`src/rtl/cache_way_array.sv`:
```
// Multi-way cache array (num_sets x num_ways entries of width bits) with a built-in flush sweep; optional CACHE_WAY_BYPASS_EN enables write-to-read forwarding.
// Latency: reads are combinational (zero cycles); writes land on the next rising edge; a flush takes num_sets SWEEP cycles plus one DONE cycle.
// Backpressure: none; while busy is high, loads and flush requests are silently dropped.
module cache_way_array #(
    parameter int s_index  = 4,
    parameter int width    = 1,
    parameter int num_ways = 2
) (
    input  logic                        clk,
    input  logic                        rst,
    input  logic [num_ways-1:0]         load,
    input  logic [s_index-1:0]          index,
    input  logic [num_ways*width-1:0]   datain,
    input  logic                        flush,
    output logic [num_ways*width-1:0]   dataout,
    output logic                        busy,
    output logic                        flush_done
);

    localparam int num_sets = 2 ** s_index;

    typedef enum logic [1:0] {
        IDLE  = 2'd0,
        SWEEP = 2'd1,
        DONE  = 2'd2
    } state_t;

    state_t               state_q, state_d;
    logic [s_index-1:0]   cnt_q, cnt_d;
    logic [width-1:0]     mem_q [num_sets][num_ways];

    // State and sweep-counter registers; reset aborts any sweep in flight
    always_ff @(posedge clk or negedge rst) begin
        if (!rst) begin
            state_q <= IDLE;
            cnt_q   <= '0;
        end else begin
            state_q <= state_d;
            cnt_q   <= cnt_d;
        end
    end

    // Next state: the counter only advances in SWEEP and wraps to 0 after the last set
    always_comb begin
        state_d = state_q;
        cnt_d   = cnt_q;
        unique case (state_q)
            IDLE: begin
                if (flush) state_d = SWEEP;
            end
            SWEEP: begin
                cnt_d = cnt_q + 1'b1;
                if (&cnt_q) state_d = DONE;
            end
            DONE: begin
                state_d = IDLE;
            end
            default: state_d = IDLE;
        endcase
    end

    // Status outputs decoded directly from the state register
    always_comb begin
        busy       = (state_q == SWEEP);
        flush_done = (state_q == DONE);
    end

    // Array storage: sweep clears one whole set per cycle, otherwise per-way writes at index
    always_ff @(posedge clk or negedge rst) begin
        if (!rst) begin
            for (int s = 0; s < num_sets; s++) begin
                for (int w = 0; w < num_ways; w++) begin
                    mem_q[s][w] <= '0;
                end
            end
        end else if (state_q == SWEEP) begin
            for (int w = 0; w < num_ways; w++) begin
                mem_q[cnt_q][w] <= '0;
            end
        end else begin
            for (int w = 0; w < num_ways; w++) begin
                if (load[w]) mem_q[index][w] <= datain[w*width +: width];
            end
        end
    end

    // Combinational read of every way at index, with optional same-cycle forwarding of loads
    always_comb begin
        dataout = '0;
        for (int w = 0; w < num_ways; w++) begin
            dataout[w*width +: width] = mem_q[index][w];
`ifdef CACHE_WAY_BYPASS_EN
            if (load[w] && (state_q != SWEEP)) begin
                dataout[w*width +: width] = datain[w*width +: width];
            end
`else
`endif
        end
    end

endmodule
```
`config.mk`:
```
export PLATFORM = sky130hd
export DESIGN_NAME = cache_way_array
export DESIGN_NICKNAME = d
export VERILOG_FILES = /design/src/rtl/cache_way_array.sv
export SDC_FILE = /design/constraint.sdc
export NUM_CORES = 1
export LEC_CHECK = 0
export ABC_AREA = 1
export CAP_MARGIN = 15
export CORE_MARGIN = 2
export CORE_UTILIZATION = 60
export DETAILED_ROUTE_END_ITERATION = 7
export PLACE_DENSITY = 0.8
export SETUP_SLACK_MARGIN = 0.3
export SLEW_MARGIN = 20
export SYNTH_ARGS = -nofsm -noshare
export SYNTH_HDL_FRONTEND = slang
export SYNTH_SLANG_ARGS = --single-unit
```
`constraint.sdc`:
```
create_clock -name clk -period 1.4 [get_ports clk]
set_input_delay 0.21 -clock clk [delete_from_list [all_inputs] [get_ports clk]]
set_output_delay 0.21 -clock clk [all_outputs]
set_load 0.03 [all_outputs]
```
==> results.yml, run 1 <==
synth:
  syn-num-nets: 433
  seq_area_frac_synth: 0.365
  synth_compound_area_frac: 0.119
  synth_top_family_by_area: "simple AND/OR/NAND/NOR gates"
  ys_seq_elements: 38
  syn_area_per_cell_um2: 6.24
  muxShareOfSynthArea: 0
  synthAdderAreaFrac: 0.0192
  yosysUniqueCellTypes: 22
  synth_area_mm2: 0.00261
  synthCells: 418
  yosys.area_share.simple: 0.407
  ys_warn_count: 0
  synth_xor_area_frac: 0.0101
cts:
  cts_htree_levels: 2
  postCtsSetupBuffers: 35
  post_cts_resized: 113
  cts_made_buffers: 5
  cts_root_buf: "clkbuf_8"
  hold_buffers: 1
  cts_sinks: 38
  clk_path_buf_depth: 2
placement:
  hpwl_um: 4910
  numPortBuffers: 14
  place_ws_ps: -356
  gp_congestion: 0.917
  dp.cells: 483
floorplan:
  dieWidth_um: 69.9
  initial_utilization: 0.638
  die_y_um: 69.9
  rows: 23
  pin_count: 15
run_status:
  haltStage: "4_1_cts"
  error: "[ERROR DPL-0033] detailed placement checks failed during check placement."
  status: "did not finish"
-- metrics by stage --
stage / instance area [um^2] / hold WS [ps] / setup TNS [ps] / util
detailed placement: 2920 / 207 / -9350 / 0.716
floorplan: 2690 / -85.6 / 0 / -
global placement: 2920 / 202 / -8690 / 0.716
-- cell usage after synthesis --
| master | instances | area, um^2 |
|---|---|---|
| dfrtp_1 | 38 | 951 |
| nand3_1 | 5 | 25.0 |
| inv_2 | 4 | 15.0 |
| buf_2 | 5 | 25.0 |
| xor2_1 | 3 | 26.3 |
| buf_6 | 5 | 56.3 |
| nor2_8 | 1 | 20.0 |
| nand2_1 | 197 | 739 |
| a21oi_1 | 52 | 260 |
| or2_2 | 1 | 6.26 |
| or2_1 | 1 | 6.26 |
| o21ai_0 | 6 | 30.0 |
| nor2_1 | 63 | 236 |
| inv_4 | 1 | 6.26 |
| nand3_2 | 1 | 10.0 |
| clkbuf_1 | 2 | 7.51 |
| buf_4 | 3 | 22.5 |
| nand4_1 | 1 | 6.26 |
| o21ai_1 | 4 | 20.0 |
| ha_1 | 4 | 50.1 |
| nor2_4 | 1 | 11.3 |
| inv_1 | 20 | 75.1 |
-- cells by family after synthesis --
family	Yosys count
compound gates	62
fa+ha+maj	4
xor+xnor	3
simple gates	271
buf+inv	40
flops	38
==> run 2, diff against run 1 <==
--- a/config.mk
+++ b/config.mk
@@ -8,10 +8,9 @@
 export ABC_AREA = 1
 export CAP_MARGIN = 15
 export CORE_MARGIN = 2
-export CORE_UTILIZATION = 60
+export CORE_UTILIZATION = 40
 export DETAILED_ROUTE_END_ITERATION = 7
-export PLACE_DENSITY = 0.8
-export SETUP_SLACK_MARGIN = 0.3
+export PLACE_DENSITY_LB_ADDON = 0.15
 export SLEW_MARGIN = 20
 export SYNTH_ARGS = -nofsm -noshare
 export SYNTH_HDL_FRONTEND = slang
==> run 2 against run 1 <==
Effect of this change: the flow now finishes, with violations (negative setup slack); synthesized cell count unchanged; area after synthesis unchanged.
==> results.yml, run 2 <==
run_status:
  status: "complete, but fails checks"
  violations: "negative setup slack"
min_path:
  hold_class: "in -> async"
synth:
  ys_warn_count: 0
  seq_area_frac_synth: 0.365
  synthCells: 418
  synth_top_area_frac: 0.365
  syn_area_per_cell_um2: 6.24
  ys_seq_elements: 38
  yosysMostFrequentCell: "nand2_1"
  synth_xor_area_frac: 0.0101
  synthAdderAreaFrac: 0.0192
  synth_top_family_by_area: "simple AND/OR/NAND/NOR gates"
  yosys.area.top_type: "dfrtp_1"
  yosysUniqueCellTypes: 22
  syn-num-nets: 433
  synth_edf_count: 0
  synth_compound_area_frac: 0.119
  yosys.area_share.simple: 0.407
  muxShareOfSynthArea: 0
  synth_area_mm2: 0.00261
  synthTopCellsByArea: "dfrtp_1 36%, nand2_1 28%, a21oi_1 10%, nor2_1 9.1%, inv_1 2.9%"
  synthArstFlopShare: 1.00
  synthFlopType: "dfrtp_1"
  synthTopCellsByCount: "197 x nand2_1, 63 x nor2_1, 52 x a21oi_1, 38 x dfrtp_1, 20 x inv_1"
worst_setup_path:
  worstRegToRegCells: 8
  slowest_stage: "dfrtp_1"
  cp_common_cell: "nand2_1"
  cp_top_family: "simple AND/OR/NAND/NOR gates"
  rr_endpoint: "mem_q[10]"
  worst-path-stages: 9
  path_buf_inv: 2
  critPathMaxStageDelay_ps: 410
  setup.worst_path.class: "reg -> out"
  endpoint_kind: "output pin"
  reg2reg_setup_slack_ps: 30
  r2r_start: "state_q[1]"
  critPathRequiredTime_ps: 1190
  crit_arrival_ps: 1320
  path_cells: "nand2_1 > nand2_1 > nand2_1 > nand2_1 > nand2_1 > nand2_1 > inv_1 > nand2_2 > buf_6"
  cp-startpoint: "mem_q[5]"
  path_max_fanout: 3
  start_kind: "register"
floorplan:
  rows: 29
  dieWidth_um: 84.7
  initial_utilization: 0.413
  pin_count: 15
  die_y_um: 84.7
  fp.coreArea_mm2: 0.00631
  die_area_mm2: 0.00718
finish:
  utilization: 0.529
  stdcell_count: 540
  largest_register: "mem_q"
  n_fill_cell: 655
  antenna_cells: 0
  nNetsFinal: 477
  area_growth_pct: 28.1
  drive_above_1_share: 0.197
  final_common_cell: "nand2_1"
  top_regs: "mem_q x32, cnt_q x4, state_q x2"
  layout_common_cells: "192 x nand2_1, 52 x nor2_1, 41 x a21oi_1"
  largest_reg_flops: 32
  fin_area_mm2: 0.00334
sta:
  clock_skew_ps: 4.22
  setup_tns_ps: -230
  fin_crit_ps: 1530
  grt_setup_unrepaired: "true"
  timing.slew.headroom: 0.737
  maxSlewViolCount: 0
  setup_viol_count_final: 2
  hold_viol: 0
  tightest_slew_ps: 395
  max_freq_mhz: 653
  post-route-period-util: 1.09
  worst_slack_ps: -132
pwr:
  cellLeakagePower_nw: 1.79
  intPower_mw: 3.03
  switchingPower_mw: 2.50
  swShare: 0.452
  ir_drop_uv: 1040
  p_seq_frac: 0.305
  combPwrFrac: 0.544
  p_per_area_mw_per_mm2: 1660
  clkPwrFrac: 0.151
placement:
  placed_cell_area_mm2: 0.00294
  hpwl_um: 5360
  place_ws_ps: -413
  dp.cells: 517
  gp_congestion: 0.892
  numPortBuffers: 14
grt:
  grt_pass1_vias: 2658
  antenna_found_initial: 0
  grt_max_degree: 33
  grt_pass1_wl_um: 13200
  gr-total-overflow: 0
  grtUsageTotal: 0.233
detailed_routing:
  drtIter0Drc: 209
  ant_nets: 0
  finalWirelength_um: 7890
  avgRoutedWirePerCell_um: 14.6
  vias_per_cell: 5.06
  first_pass_iters: 5
  drc: 0
  via_count: 2732
cts:
  cts_root_buf: "clkbuf_8"
  clk_latency_ps: 300
  cts_made_buffers: 5
  cts_tree: "built"
  clk_path_buf_depth: 2
  cts_sinks: 38
  clkSlewWorstSetupHoldPaths_ps: 80
  cts_htree_levels: 2
job:
  drv_cap: 0
## run 2: cell counts after synthesis
Identical to the previous run, type by type.
## run 2: cell type report
cell class              instances  area [um^2]  area share
clock inverters                 2         12.5     0.00375
flip-flops and latches         38          952       0.285
multi-input cells             340         1570       0.470
repair inverters                1         7.51     0.00225
clock buffers                   6         82.6      0.0247
well taps                      77         96.3      0.0289
inverters                      25          101      0.0304
repair buffers                 51          517       0.155
## run 2: logic make-up (layout without fill, tap and decap cells)
kind of cell / after synthesis / count (layout)
AO/OA/AOI/OAI: 62 / 62
buffers and inverters: 40 / 85
AND/OR/NAND/NOR: 271 / 271
XOR/XNOR: 3 / 3
adder cells (fa/ha/maj): 4 / 4
flip-flops: 38 / 38
## run 2: power groups by stage
stage / sequential (mW) / clock, mW / combinational, mW
floorplan: 1.63 / 0 / 1.81
global placement: 1.71 / 0 / 2.26
detailed placement: 1.71 / 0 / 2.31
CTS: 1.69 / 0.855 / 2.67
global route: 1.74 / 0.899 / 3.35
finish: 1.69 / 0.834 / 3.01
## run 2: worst max-delay path by stage
stage | end | slack [ps]
floorplan | dataout[0] | 90
global placement | dataout[0] | -420
detailed placement | dataout[1] | -410
CTS | dataout[1] | -120
global route | dataout[1] | -240
finish | dataout[0] | -130
## run 2: what timing repair did
action                                  in CTS  in global routing
cloned                                       2                  0
hold endpoints to repair                    15                  0
resized for setup                           17                 44
endpoints found under the setup margin      19                 31
buffers inserted                             9                  3
pin swaps                                   13                  8
hold buffers                                 1                  0
## run 2: stage by stage
stage                     power (mW)  hold WS (ps)
after floorplan                 3.44         -85.6
after global placement          3.97           166
after detailed placement        4.02           167
after CTS                       5.21           379
after global routing            5.99           394
final                           5.53           357
## run 2: layer usage
metal	GRT usage	share of wire	wire [um]
met5	0	0	0
met1	0.323	0.48	3760
met4	0.0519	0.011	89
met2	0.385	0.48	3780
met3	0.0383	0.034	268
No activity file was read; power rests on OpenSTA's default activity.
==> run 3, diff against run 2 <==
--- a/config.mk
+++ b/config.mk
@@ -6,7 +6,6 @@
 export NUM_CORES = 1
 export LEC_CHECK = 0
 export ABC_AREA = 1
-export CAP_MARGIN = 15
 export CORE_MARGIN = 2
 export CORE_UTILIZATION = 40
 export DETAILED_ROUTE_END_ITERATION = 7
==> results of run 3 <==
No change in the layout: final DEF, timing and power equal those of run 2.
==> run 4, diff against run 3 <==
--- a/config.mk
+++ b/config.mk
@@ -6,7 +6,7 @@
 export NUM_CORES = 1
 export LEC_CHECK = 0
 export ABC_AREA = 1
-export CORE_MARGIN = 2
+export CORE_MARGIN = 10
 export CORE_UTILIZATION = 40
 export DETAILED_ROUTE_END_ITERATION = 7
 export PLACE_DENSITY_LB_ADDON = 0.15
==> run 4 against run 3 <==
Effect of this change: the flow still finishes with violations (negative setup slack); hold slack improved by 52 ps; first-iteration DRC count fell by 20%; clock-buffer cell count fell by 1; sequential share of layout area rose by 0.18 points; clock power fell by 9.7%; flip-flop and latch count did not move; largest power group unchanged.
==> results.yml, run 4 (synthesized netlist as in run 2, its figures left out) <==
cts:
  cts_root_buf: "clkbuf_8"
  cts_htree_levels: 2
  clk_path_buf_depth: 2
  clk_latency_ps: 300
  cts_made_buffers: 5
  cts_sinks: 38
  cts_tree: "built"
  clkSlewWorstSetupHoldPaths_ps: 80
run_status:
  violations: "negative setup slack"
  status: "complete, but fails checks"
sta:
  grt_setup_unrepaired: "true"
  fin_crit_ps: 1500
  clock_skew_ps: 7.04
  maxSlewViolCount: 0
  worst_slack_ps: -102
  tightest_slew_ps: 365
  timing.slew.headroom: 0.756
  setup_viol_count_final: 3
  max_freq_mhz: 666
  setup_tns_ps: -191
  hold_viol: 0
  post-route-period-util: 1.07
min_path:
  hold_class: "in -> async"
pwr:
  ir_drop_uv: 1130
  cellLeakagePower_nw: 1.77
  p_total_mw: 5.42
  p_per_area_mw_per_mm2: 1630
floorplan:
  die_area_mm2: 0.0101
  fp.coreArea_mm2: 0.00635
  dieWidth_um: 101
  rows: 29
  pin_count: 15
  die_y_um: 101
  initial_utilization: 0.410
worst_setup_path:
  slowest_stage: "dfrtp_1"
  cp_common_cell: "nand2_1"
  setup.worst_path.class: "reg -> out"
  crit_arrival_ps: 1290
  endpoint_kind: "output pin"
  worstRegToRegCells: 8
  reg2reg_setup_slack_ps: -10
  path_cells: "nand2_1 > nand2_1 > nand2_1 > nand2_1 > nand2_1 > nand2_1 > inv_1 > nand2_2 > buf_6"
  r2r_start: "state_q[1]"
  critPathRequiredTime_ps: 1190
  start_kind: "register"
  rr_endpoint: "mem_q[4]"
  path_max_fanout: 3
  critPathMaxStageDelay_ps: 420
grt:
  gr-total-overflow: 0
  grt_pass1_wl_um: 12900
  grt_pass1_vias: 2607
  antenna_found_initial: 0
  grt_max_degree: 39
  grtUsageTotal: 0.158
finish:
  n_fill_cell: 640
  area_growth_pct: 27.5
  utilization: 0.523
  final_common_cell: "nand2_1"
  fin_area_mm2: 0.00332
  nNetsFinal: 469
  antenna_cells: 0
  layout_common_cells: "193 x nand2_1, 49 x nor2_1, 36 x dfrtp_1"
  seq_area_um2: 953
  multi_input_area_mm2: 0.00162
  top_regs: "mem_q x32, cnt_q x4, state_q x2"
  drive_above_1_share: 0.222
  largest_reg_flops: 32
  largest_register: "mem_q"
placement:
  place_ws_ps: -429
  gp_congestion: 0.875
  numPortBuffers: 14
  placed_cell_area_mm2: 0.00292
  hpwl_um: 5170
detailed_routing:
  via_count: 2733
  drc: 0
  first_pass_iters: 4
  finalWirelength_um: 8060
  vias_per_cell: 5.15
  ant_nets: 0
  avgRoutedWirePerCell_um: 15.2
  drtIter0Drc: 167
job:
  drv_cap: 0
[run 4: changes by cell type in the layout (fill, tap and decap cells not counted), sizes merged]
cell	before	now
buf	42	32
bufbuf	0	1
clkdlybuf4s15	0	1
clkinv	1	2
clkinvlp	2	0
[run 4: report_power, final]
group          switching [mW]  internal (mW)  total [mW]
Sequential              0.287           1.42        1.70
Combinational            1.79           1.17        2.97
Clock                   0.418          0.335       0.753
Total                    2.50           2.93        5.42
[run 4: worst max path at each step]
| stage | endpoint | slack [ps] | startpoint | cells past startpoint |
|---|---|---|---|---|
| floorplan | dataout[0] | 90 | index[0] | 11 |
| global placement | dataout[0] | -440 | index[0] | 11 |
| detailed placement | dataout[1] | -430 | index[0] | 11 |
| CTS | dataout[1] | -110 | mem_q[26] | 9 |
| global route | dataout[1] | -250 | mem_q[6] | 9 |
| finish | dataout[1] | -100 | mem_q[26] | 9 |
[run 4: through the flow]
stage | hold slack, ps | std cells
finish | 409 | 531
global route | 444 | 531
CTS | 416 | 527
detailed placement | 201 | 515
global placement | 200 | 515
floorplan | -85.6 | 418
[run 4: layout make-up]
class                           instances  share of cell area
Multi-Input combinational cell        340               0.489
Sequential cell                        38               0.287
Timing Repair Buffer                   44               0.141
Inverter                               25              0.0305
Tap cell                               77              0.0290
Clock buffer                            5              0.0207
Clock inverter                          2             0.00301
[run 4: routing by layer]
metal,routed length (um),part of all wire,GRT usage
met5,0,0,0
met3,513,0.064,0.0405
met4,170,0.021,0.0500
met1,3650,0.45,0.203
met2,3730,0.46,0.252
[run 4: what timing repair did]
action                     4_1_cts  5_1_grt
setup endpoints to repair       27       33
resized for setup               12       57
hold buffers                     1        0
hold endpoints to repair        38        0
pin swaps                        9       14
buffers inserted                 3        4
gates cloned                     1        1
[run 4: worst max-delay path: cells and delay by family, from the launching register on]
kind	cells	cell delay, ps
DFF	1	420
buffers and inverters	2	190
and+or+nand+nor	7	390
